<file path="config.mk">
export PLATFORM = sky130hd
export DESIGN_NAME = glitcbus_master_v2
export DESIGN_NICKNAME = d
export VERILOG_FILES = /design/src/rtl/glitcbus_pkg.sv /design/src/rtl/glitcbus_master_v2.sv
export SDC_FILE = /design/constraint.sdc
export NUM_CORES = 1
export LEC_CHECK = 0
export CAP_MARGIN = 10
export CORE_MARGIN = 4
export CORE_UTILIZATION = 35
export CTS_CLUSTER_DIAMETER = 100
export DETAILED_ROUTE_END_ITERATION = 8
export PLACE_DENSITY_LB_ADDON = 0.15
export RECOVER_POWER = 100
export SLEW_MARGIN = 20
export SYNTH_ARGS = -nofsm -noshare
export SYNTH_HDL_FRONTEND = slang
export SYNTH_SLANG_ARGS = --single-unit
</file>
<file path="constraint.sdc">
create_clock -name clk_i -period 2.4 [get_ports clk_i]
set_clock_uncertainty 0.05 [all_clocks]
set_input_delay 0.36 -clock clk_i [delete_from_list [all_inputs] [get_ports clk_i]]
set_output_delay 0.36 -clock clk_i [all_outputs]
set_load 0.05 [all_outputs]
</file>
<file path="src/rtl/glitcbus_pkg.sv">
// Shared GLITCBUS definitions: transaction state encoding, beat counts and RDWR_B polarity.
// Used by both the master and the slave so the two ends agree on framing.
package glitcbus_pkg;

    typedef enum logic [2:0] {
        StIdle  = 3'd0,
        StAddr  = 3'd1,
        StWdata = 3'd2,
        StTurn  = 3'd3,
        StRdata = 3'd4,
        StGap   = 3'd5
    } state_e;

    localparam int unsigned ADDR_BEATS = 2;
    localparam int unsigned DATA_BEATS = 4;

    localparam logic RDWR_B_READ  = 1'b1;
    localparam logic RDWR_B_WRITE = 1'b0;

endpackage

</file>
<file path="src/rtl/glitcbus_master_v2.sv">
// GLITCBUS master: turns a local register request into a byte-serial bus transaction.
// Every bus pin is a flop loaded from the next-state decode, so pins change only on clk_i.
module glitcbus_master_v2
    import glitcbus_pkg::*;
#(
    parameter int unsigned TURNAROUND = 2
) (
    input  logic        clk_i,
    input  logic        rst_n_i,
    input  logic        req_i,
    input  logic        wr_i,
    input  logic [15:0] adr_i,
    input  logic [31:0] dat_i,
    output logic [31:0] dat_o,
    output logic        ack_o,
    output logic        busy_o,
    output logic        GSEL_B,
    output logic        GRDWR_B,
    output logic [7:0]  gad_o,
    output logic        gad_oe_o,
    input  logic [7:0]  gad_i
);

    localparam logic [2:0] ADDR_LAST = 3'(ADDR_BEATS - 1);
    localparam logic [2:0] DATA_LAST = 3'(DATA_BEATS - 1);
    localparam logic [2:0] TURN_LAST = 3'(TURNAROUND - 1);

    state_e      r_state;
    logic [2:0]  r_beat;
    logic        r_wr;
    logic [15:0] r_adr;
    logic [31:0] r_wdat;
    logic [23:0] r_rshift;
    logic [31:0] r_dat;
    logic        r_ack;
    logic        r_busy;
    logic        r_sel_b;
    logic        r_rdwr_b;
    logic [7:0]  r_gad;
    logic        r_gad_oe;

    state_e      w_state_d;
    logic [2:0]  w_beat_d;
    logic        w_latch;
    logic        w_wr;
    logic [15:0] w_adr;
    logic [31:0] w_wdat;
    logic        w_ack_d;
    logic        w_busy_d;
    logic        w_sel_b_d;
    logic        w_rdwr_b_d;
    logic [7:0]  w_gad_d;
    logic        w_gad_oe_d;

    always_comb begin
        w_state_d = r_state;
        w_beat_d  = r_beat;
        w_latch   = 1'b0;
        unique case (r_state)
            StIdle: begin
                if (req_i) begin
                    w_latch   = 1'b1;
                    w_state_d = StAddr;
                    w_beat_d  = 3'd0;
                end
            end
            StAddr: begin
                if (r_beat == ADDR_LAST) begin
                    w_state_d = r_wr ? StWdata : StTurn;
                    w_beat_d  = 3'd0;
                end else begin
                    w_beat_d = r_beat + 3'd1;
                end
            end
            StWdata, StRdata: begin
                if (r_beat == DATA_LAST) begin
                    w_state_d = StGap;
                    w_beat_d  = 3'd0;
                end else begin
                    w_beat_d = r_beat + 3'd1;
                end
            end
            StTurn: begin
                if (r_beat == TURN_LAST) begin
                    w_state_d = StRdata;
                    w_beat_d  = 3'd0;
                end else begin
                    w_beat_d = r_beat + 3'd1;
                end
            end
            StGap: begin
                w_state_d = StIdle;
                w_beat_d  = 3'd0;
            end
            default: begin
                w_state_d = StIdle;
                w_beat_d  = 3'd0;
            end
        endcase
    end

    // First address beat is loaded on the accept edge, before the latches hold the request.
    assign w_wr   = w_latch ? wr_i  : r_wr;
    assign w_adr  = w_latch ? adr_i : r_adr;
    assign w_wdat = w_latch ? dat_i : r_wdat;

    always_comb begin
        w_sel_b_d  = 1'b1;
        w_rdwr_b_d = RDWR_B_READ;
        w_gad_d    = 8'h00;
        w_gad_oe_d = 1'b0;
        w_ack_d    = 1'b0;
        w_busy_d   = 1'b1;
        unique case (w_state_d)
            StIdle: w_busy_d = 1'b0;
            StAddr: begin
                w_sel_b_d  = 1'b0;
                w_rdwr_b_d = w_wr ? RDWR_B_WRITE : RDWR_B_READ;
                w_gad_oe_d = 1'b1;
                w_gad_d    = w_beat_d[0] ? w_adr[7:0] : w_adr[15:8];
            end
            StWdata: begin
                w_sel_b_d  = 1'b0;
                w_rdwr_b_d = RDWR_B_WRITE;
                w_gad_oe_d = 1'b1;
                unique case (w_beat_d[1:0])
                    2'd0:    w_gad_d = w_wdat[31:24];
                    2'd1:    w_gad_d = w_wdat[23:16];
                    2'd2:    w_gad_d = w_wdat[15:8];
                    default: w_gad_d = w_wdat[7:0];
                endcase
            end
            StTurn, StRdata: begin
                w_sel_b_d  = 1'b0;
                w_rdwr_b_d = RDWR_B_READ;
            end
            StGap:   w_ack_d  = 1'b1;
            default: w_busy_d = 1'b0;
        endcase
    end

    always_ff @(posedge clk_i) begin
        if (!rst_n_i) begin
            r_state  <= StIdle;
            r_beat   <= 3'd0;
            r_wr     <= 1'b0;
            r_adr    <= 16'h0000;
            r_wdat   <= 32'h0000_0000;
            r_rshift <= 24'h00_0000;
            r_dat    <= 32'h0000_0000;
            r_ack    <= 1'b0;
            r_busy   <= 1'b0;
            r_sel_b  <= 1'b1;
            r_rdwr_b <= RDWR_B_READ;
            r_gad    <= 8'h00;
            r_gad_oe <= 1'b0;
        end else begin
            r_state  <= w_state_d;
            r_beat   <= w_beat_d;
            r_ack    <= w_ack_d;
            r_busy   <= w_busy_d;
            r_sel_b  <= w_sel_b_d;
            r_rdwr_b <= w_rdwr_b_d;
            r_gad    <= w_gad_d;
            r_gad_oe <= w_gad_oe_d;
            if (w_latch) begin
                r_wr   <= wr_i;
                r_adr  <= adr_i;
                r_wdat <= dat_i;
            end
            // Slave byte is sampled on the edge that ends each read-data beat.
            if (r_state == StRdata) begin
                if (r_beat == DATA_LAST) begin
                    r_dat <= {r_rshift, gad_i};
                end else begin
                    r_rshift <= {r_rshift[15:0], gad_i};
                end
            end
        end
    end

    assign dat_o    = r_dat;
    assign ack_o    = r_ack;
    assign busy_o   = r_busy;
    assign GSEL_B   = r_sel_b;
    assign GRDWR_B  = r_rdwr_b;
    assign gad_o    = r_gad;
    assign gad_oe_o = r_gad_oe;

endmodule

</file>
# Word level (Yosys, flattened, before mapping)
# Cells that the tools add are included.
dict set report word_totals {
  word_cells 63
  ff_bits 124
  output_inout_bits 45
}
dict set report op_classes {
  n_addsub 1
  muxes 24
  bitwise_logic 1
  n_reduce_logical 9
  n_eq_ne 14
}
# cell count
set op_table {}
lappend op_table {{$mux W32} 1}
lappend op_table {{$pmux W8 S3} 1}
lappend op_table {{$mux W3} 7}
lappend op_table {{$mux W16} 1}
lappend op_table {{$pmux W8 S2} 1}
lappend op_table {{$eq A3 B2 Y1 const B} 5}
lappend op_table {{$pmux W3 S4} 1}
lappend op_table {{$eq A3 B1 Y1 const B} 3}
lappend op_table {{$eq A3 B3 Y1 const B} 3}
lappend op_table {{$mux W1} 9}
lappend op_table {{$pmux W3 S3} 1}
lappend op_table {{$mux W8} 1}
lappend op_table {{$reduce_or A2 Y1} 3}
lappend op_table {{$reduce_or A5 Y1} 1}
lappend op_table {{$reduce_and A2 Y1} 2}
lappend op_table {{$reduce_or A4 Y1} 1}
lappend op_table {{$add A3 B1 Y3 const B} 1}
lappend op_table {{$logic_not A3 Y1} 1}
lappend op_table {{$eq A2 B1 Y1 const B} 1}
lappend op_table {{$eq A2 B2 Y1 const B} 1}
lappend op_table {{$logic_not A2 Y1} 1}
lappend op_table {{$ne A2 B2 Y1 const B} 1}
lappend op_table {{$pmux W1 S2} 1}
lappend op_table {{$not A1 Y1} 1}

# Longest topological paths before layout
# Gate-level depths: netlist (run 1).
dict set report depth {
  word_depth 6
  mapped_depth 10
  depth_no_buf 8
}

# Worst setup path after synthesis (run 1)
# No wires, ideal clock.
dict set report synth_path {
  path_type {register -> register}
  from {reg r_beat[0]}
  to {reg r_gad[5] (netlist: gad_o[5])}
  setup_time_ns 0.083
  required_ns 2.267
  synth_period_minus_slack_ns 2.221
  n_path_buf 1
  slack_ns 0.179
  path_stages_with_launch 8
  arrival_time_ns 2.089
  cell_sequence {dfxtp_1 -> inv_1 -> ha_1 -> a2bb2oi_1 -> o31ai_2 -> buf_2 -> mux2_2 -> o221ai_2}
}
dict set report synth_between {
  elab_chain_len 6
  word_cells_on_any_way 19
  cone_classes {add/sub: 1; eq/ne: 6; mux: 11; reduce/logical: 1}
}
# element line_no
set synth_rtl {}
lappend synth_rtl {{from (decl)} glitcbus_master_v2.sv:29} ;# logic [2:0] r_beat;
lappend synth_rtl {{from (signal assigned)} glitcbus_master_v2.sv:159} ;# r_beat <= w_beat_d;
lappend synth_rtl {{$add A3 B1 Y3, or another cell as far along} {glitcbus_master_v2.sv:72, glitcbus_master_v2.sv:80, glitcbus_master_v2.sv:88}}
lappend synth_rtl {{$mux W3, on equally long branches} {glitcbus_master_v2.sv:68, glitcbus_master_v2.sv:84, glitcbus_master_v2.sv:76}}
lappend synth_rtl {{$pmux W3 S3} glitcbus_master_v2.sv:59} ;# unique case (r_state)
lappend synth_rtl {{$eq A2 B2 Y1, or another cell as far along} glitcbus_master_v2.sv:126} ;# unique case (w_beat_d[1:0])
lappend synth_rtl {{$pmux W8 S3} glitcbus_master_v2.sv:126}
lappend synth_rtl {{$pmux W8 S2 (*)} glitcbus_master_v2.sv:114} ;# unique case (w_state_d)
lappend synth_rtl {{to (signal assigned)} glitcbus_master_v2.sv:164} ;# r_gad <= w_gad_d;
lappend synth_rtl {{to (decl)} glitcbus_master_v2.sv:39} ;# logic [7:0] r_gad;
# Every way passes the cells marked *; elsewhere a longest branch is shown, timed or not. The select of a mux whose other input is x is not followed.
# A chain may end at the register's enable or synchronous reset.

# Final worst setup path (run 1)
dict set report layout_path {
  from {reg r_beat[0]}
  to {reg r_gad[7] (netlist: gad_o[7])}
}
# Same word-level chain as after synthesis.

==> impl_metrics.toml, run 1 <==
[outcome]
status = "complete, no violations"

[synth]
synthArstFlopShare = 0
mappedNetlistNets = 602
synth_top_family_by_area = "simple AND/OR/NAND/NOR gates"
ys.flop_type = "dfxtp_1"
synth_edf_count = 0
muxShareOfSynthArea = 0.154
synthXorXnorAreaFrac = 0.00355
seq_area_frac_synth = 0.503
synth_seq_cells = 124
synth_top_area_cell = "dfxtp_1"
synth_compound_area_frac = 0.113
yosysWarnings = 0
synth_area_leaders = "dfxtp_1 50%, mux2i_1 12%, nand2_1 9.6%, a21oi_1 6.3%, nor2_1 4.4%"
synthSimpleGateAreaFrac = 0.170
syn_area_mm2 = 0.00493
synth_cell_types = 39
synth_top_area_share = 0.503
syn-instance-count = 537
synthAdderAreaFrac = 0.0127
syn_area_per_cell_um2 = 9.19

[grt]
grt_overflow = 0
grt_pass1_wl_um = 19900
antenna_found_initial = 0
grt_max_degree = 109
track_usage = 0.156
grt_pass1_vias = 4034

[hold_path]
hold_path_class = "reg2reg"
hold_path_end = "dat_o[12]"
min_path_cells = 2
holdCritStartpoint = "dat_o[12]"

[clock_tree]
root_buffer = "clkbuf_16"
insertion_delay_ps = 410
htreeDepth = 4
cts_hold_buf = 0
cts_tree = "built"
cts_buffers = 17
ctsLongestPathBuffers = 2
cts_sinks = 124
clk_pin_slew_worst_paths_ps = 60

[worst_setup_path]
cp_slowest_cell = "dfxtp_1"
cp.required_ps = 2680
crit_fanout = 6
crit_type = "reg2reg"
max_stage_delay_ps = 340
r2r_cells = 9
crit_chain = "ha_1 -> ha_1 -> nor2_2 -> a211oi_1 -> nor4_2 -> nor2b_2 -> nand2b_1 -> buf_4 -> o221ai_2"
cpMostUsedCell = "ha_1"
crit_arrival_ps = 2540
r2r_end = "gad_o[7]"
r2r_slack_ps = 140
setup.worst_path.end_class = "flop"
worstSetupStartpointType = "flop"
r2r_start = "r_beat[0]"
critical_path.top_delay_family = "simple AND/OR/NAND/NOR gates"
cp.buffers_inverters = 1

[sta]
final-setup-viol-count = 0
worst_slew_pin_slew_ps = 683
fmax_ghz = 0.443
finalCriticalPeriod_ps = 2260
hold_viol_final = 0
period_share = 0.940
maxSlewViolCount = 0
hold_ws_ps = 401
slew_headroom = 0.545

[power_and_ir_drop]
total_leakage_power_nw = 2.49
peakVddDrop_uv = 445
internal-power_mw = 4.35
pwr-share-comb = 0.130
clkPwrFrac = 0.486
seq_power_share = 0.384
netSwitchingPower_mw = 1.34
power_mw = 5.69
power_density_mw_per_mm2 = 831
p_sw_frac = 0.236

[cells_and_area]
drive_gt1_frac = 0.125
layout_common_cells = "126 x nand2_1, 124 x dfxtp_1, 104 x clkdlybuf4s50_1"
nets = 708
num_antenna_cells = 0
layout_commonest_cell = "nand2_1"
fillCellCount = 1315
syn_to_final_growth_pct = 38.8
stdcell_area_mm2 = 0.00685

[floorplan]
initial_core_util = 0.357
pin_count = 105
die_height_um = 127
fp-row-count = 43
core_mm2 = 0.0138
dieArea_mm2 = 0.0161
die_w_um = 127

[placed_design]
place_area_mm2 = 0.00618
hpwlAfterDp_um = 8210
gp_congestion = 0.837
port_buffers = 104

[routing]
ant_nets = 0
drtPass1Iterations = 4
wl_um = 12000
wl_per_cell_um = 14.4
wl_met2_um = 5490
top_layer = "met4"
vias = 3955
drt_iter0_markers = 265
route.met3.wl_um = 769
drc = 0
vias_per_cell = 4.73
drt-met1-wl_um = 5560

[flow_run]
max_cap_viol_count = 0
[cell families after synthesis]
group | Yosys count
AO/OA/AOI/OAI | 85
multiplexers | 74
adder cells (fa/ha/maj) | 5
flip-flops | 124
AND/OR/NAND/NOR | 206
buffers and inverters | 41
XOR/XNOR | 2
[sequential cells by signal, indices dropped and copies added, names as in the netlist]
name and flops:
dat_o 32, r_wdat 32, r_rshift 24, r_adr 16, gad_o 8, r_beat 3
r_state 3, GRDWR_B 1, GSEL_B 1, ack_o 1, busy_o 1, gad_oe_o 1
r_wr 1
[how the worst max path moves through the flow]
| stage | from | end | slack, ps | depth (start not counted) |
|---|---|---|---|---|
| after global placement | r_beat[0] | gad_o[0] | 50 | 9 |
| after CTS | r_beat[0] | gad_o[7] | 30 | 9 |
| after detailed placement | r_beat[0] | gad_o[7] | 70 | 9 |
| after global routing | r_beat[0] | gad_o[0] | -10 | 9 |
| final | r_beat[0] | gad_o[7] | 140 | 9 |
| after floorplan | r_beat[0] | gad_o[5] | 180 | 7 |
[through the flow]
step	setup TNS (ps)	setup WS [ps]	utilization	instances
after global placement	0	47.4	0.447	803
after floorplan	0	179	-	537
after detailed placement	0	67.1	0.447	803
after global routing	-17.8	-10.7	0.495	836
final	0	143	0.495	836
after CTS	0	33.3	0.494	835
[routing by layer]
metal,vias to the layer above,track usage
met5,-,0
met1,1820,0.195
met3,18,0.0543
met4,0,0.0644
met2,92,0.246
li1,2025,-
[cell type report]
class / instances / area [um2] / share of cell area
multi-input cells: 372 / 2260 / 0.330
inverters: 6 / 23.8 / 0.00347
repair buffers: 122 / 1210 / 0.177
flip-flops and latches: 124 / 2480 / 0.362
well taps: 180 / 225 / 0.0329
clock inverters: 9 / 158 / 0.0230
clock buffers: 23 / 488 / 0.0712
[timing repair]
action	4_1_cts	5_1_grt
endpoints found under the hold margin	0	0
resized for setup	0	4
endpoints found under the setup margin	0	8
setup buffers	0	1
[power by group through the flow]
stage | logic (mW) | clock network [mW] | registers (mW)
final | 0.741 | 2.77 | 2.19
after global routing | 0.809 | 2.94 | 2.19
after CTS | 0.744 | 2.84 | 2.19
after detailed placement | 0.741 | 0 | 2.23
after global placement | 0.733 | 0 | 2.23
after floorplan | 0.422 | 0 | 2.30
[worst register-to-register path, delay by kind of cell (launching register included)]
kind	cells	cell delay, ps
DFF	1	340
buffers and inverters	1	160
adders and majority gates	2	510
AOI/OAI and AO/OA	2	280
and+or+nand+nor	4	840
[cells in the mapped netlist (2+ instances only)]
cell	number
a211oi_1	3
a21oi_1	62
and2_1	4
buf_2	4
buf_6	6
clkbuf_1	23
dfxtp_1	124
ha_1	5
inv_1	4
inv_2	2
mux2_2	16
mux2i_1	58
nand2_1	126
nand2b_1	4
nor2_1	58
nor2b_1	4
nor3_1	4
o221ai_2	8
xor2_1	2
Note: power is estimated with default switching activity, not from simulation.
==> run 2, diff against run 1 <==
--- a/config.mk
+++ b/config.mk
@@ -6,7 +6,6 @@
 export NUM_CORES = 1
 export LEC_CHECK = 0
 export CAP_MARGIN = 10
-export CORE_MARGIN = 4
 export CORE_UTILIZATION = 35
 export CTS_CLUSTER_DIAMETER = 100
 export DETAILED_ROUTE_END_ITERATION = 8
==> impl_metrics.toml, run 2 (same netlist as run 1, synthesis figures left out) <==
[cells_and_area]
drive_gt1_frac = 0.120
instances_no_fill = 836
layout_commonest_cell = "nand2_1"
nets = 708
num_antenna_cells = 0
layout_common_cells = "126 x nand2_1, 124 x dfxtp_1, 62 x a21oi_1"
syn_to_final_growth_pct = 37.4

[sta]
worst_slew_pin_slew_ps = 681
maxSlewViolCount = 0
finalCriticalPeriod_ps = 2150
fmax_ghz = 0.465
slew_headroom = 0.546
rsz0062_at_grt = "no"
period_share = 0.896
final-setup-viol-count = 0
fin_setup_tns_ps = 0
hold_viol_final = 0

[clock_tree]
cts_buffers = 17
cts_tree = "built"
root_buffer = "clkbuf_16"
post_cts.repair.setup_buffers = 0
cts_sinks = 124
cts_hold_buf = 0
insertion_delay_ps = 410
htreeDepth = 4
ctsLongestPathBuffers = 2
ctsResizeCount = 0
clk_pin_slew_worst_paths_ps = 60

[worst_setup_path]
r2r_start = "r_beat[0]"
cpMostUsedCell = "ha_1"
crit_arrival_ps = 2390
crit_fanout = 6
r2r_end = "gad_o[0]"
cp.buffers_inverters = 1
max_stage_delay_ps = 420
r2r_slack_ps = 250
r2r_cells = 8
setup.worst_path.end_class = "flop"
crit_type = "reg2reg"
crit_chain = "ha_1 -> ha_1 -> a211oi_1 -> o32ai_1 -> nor2b_1 -> nand2b_1 -> clkbuf_2 -> o221ai_1"
worstSetupStartpointType = "flop"
critical_path.top_delay_family = "compound AO/OA/AOI/OAI gates"
cp_slowest_cell = "o32ai_1"
cp.required_ps = 2640

[floorplan]
pin_count = 105
core_mm2 = 0.0138
die_height_um = 121
initial_core_util = 0.357
die_w_um = 121
dieArea_mm2 = 0.0146
fp-row-count = 43

[placed_design]
hpwlAfterDp_um = 7940
dp.cells = 804
gp_congestion = 0.818
port_buffers = 104

[power_and_ir_drop]
internal-power_mw = 4.19
peakVddDrop_uv = 511
clkPwrFrac = 0.473
total_leakage_power_nw = 2.61
seq_power_share = 0.396
pwr-share-comb = 0.131
p_sw_frac = 0.241
power_density_mw_per_mm2 = 813
netSwitchingPower_mw = 1.33

[grt]
track_usage = 0.167
grt_overflow = 0
grt_pass1_vias = 3860
grt_max_degree = 109
antenna_found_initial = 0
grt_pass1_wl_um = 18800

[routing]
vias = 3974
drt_iter0_markers = 180
ant_nets = 0
drc = 0
wl_per_cell_um = 13.8
drtPass1Iterations = 5
wl_um = 11500
vias_per_cell = 4.75

[hold_path]
holdCritStartpoint = "dat_o[8]"
min_path_cells = 2
hold_path_class = "reg2reg"
hold_path_end = "dat_o[8]"

[flow_run]
max_cap_viol_count = 0

[outcome]
status = "complete, no violations"
run 2: how the worst max path moves through the flow:
stage	slack, ps	start	cells after the start	endpoint
6_report	250	r_beat[0]	8	gad_o[0]
5_1_grt	40	r_beat[0]	9	gad_o[3]
4_1_cts	150	r_beat[0]	9	gad_o[1]
3_5_place_dp	50	req_i	7	gad_o[4]
3_3_place_gp	140	req_i	7	gad_o[4]
2_1_floorplan	180	r_beat[0]	7	gad_o[5]
run 2: per-layer routing:
| metal | GRT usage | up-vias | routed length, um |
|---|---|---|---|
| li1 | - | 2023 | - |
| met1 | 0.214 | 1844 | 5550 |
| met2 | 0.258 | 93 | 5110 |
| met3 | 0.0608 | 14 | 731 |
| met4 | 0.0602 | 0 | 143 |
| met5 | 0 | - | 0 |
run 2: final cells by class:
| class | instances | area (um2) |
|---|---|---|
| Clock buffer | 20 | 467 |
| Inverter | 6 | 23.8 |
| Timing Repair Buffer | 122 | 1200 |
| Tap cell | 180 | 225 |
| Sequential cell | 124 | 2480 |
| Multi-Input combinational cell | 372 | 2240 |
| Fill cell | 1303 | 7040 |
| Clock inverter | 12 | 144 |
run 2: per-stage QoR:
| step | power, mW | setup slack, ps | hold slack, ps | utilization | instance area (um2) |
|---|---|---|---|---|---|
| floorplan | 2.72 | 179 | 372 | - | 4930 |
| global placement | 2.96 | 137 | 394 | 0.448 | 6190 |
| detailed placement | 2.97 | 54.6 | 398 | 0.448 | 6190 |
| CTS | 5.59 | 147 | 405 | 0.492 | 6800 |
| global route | 5.73 | 43.9 | 420 | 0.491 | 6780 |
| finish | 5.52 | 250 | 400 | 0.491 | 6780 |
run 2: worst register-to-register path: cells and delay by family (launching register included):
family / cells / cell delay (ps)
AND/OR/NAND/NOR: 2 / 250
adder cells (fa/ha/maj): 2 / 470
buffers and inverters: 1 / 170
flip-flops: 1 / 400
AO/OA/AOI/OAI: 3 / 680
run 2: power by group through the flow:
| stage | sequential, mW | combinational (mW) | clock (mW) |
|---|---|---|---|
| floorplan | 2.30 | 0.422 | 0 |
| global placement | 2.23 | 0.735 | 0 |
| detailed placement | 2.23 | 0.740 | 0 |
| CTS | 2.19 | 0.743 | 2.66 |
| global route | 2.19 | 0.782 | 2.76 |
| finish | 2.19 | 0.722 | 2.61 |
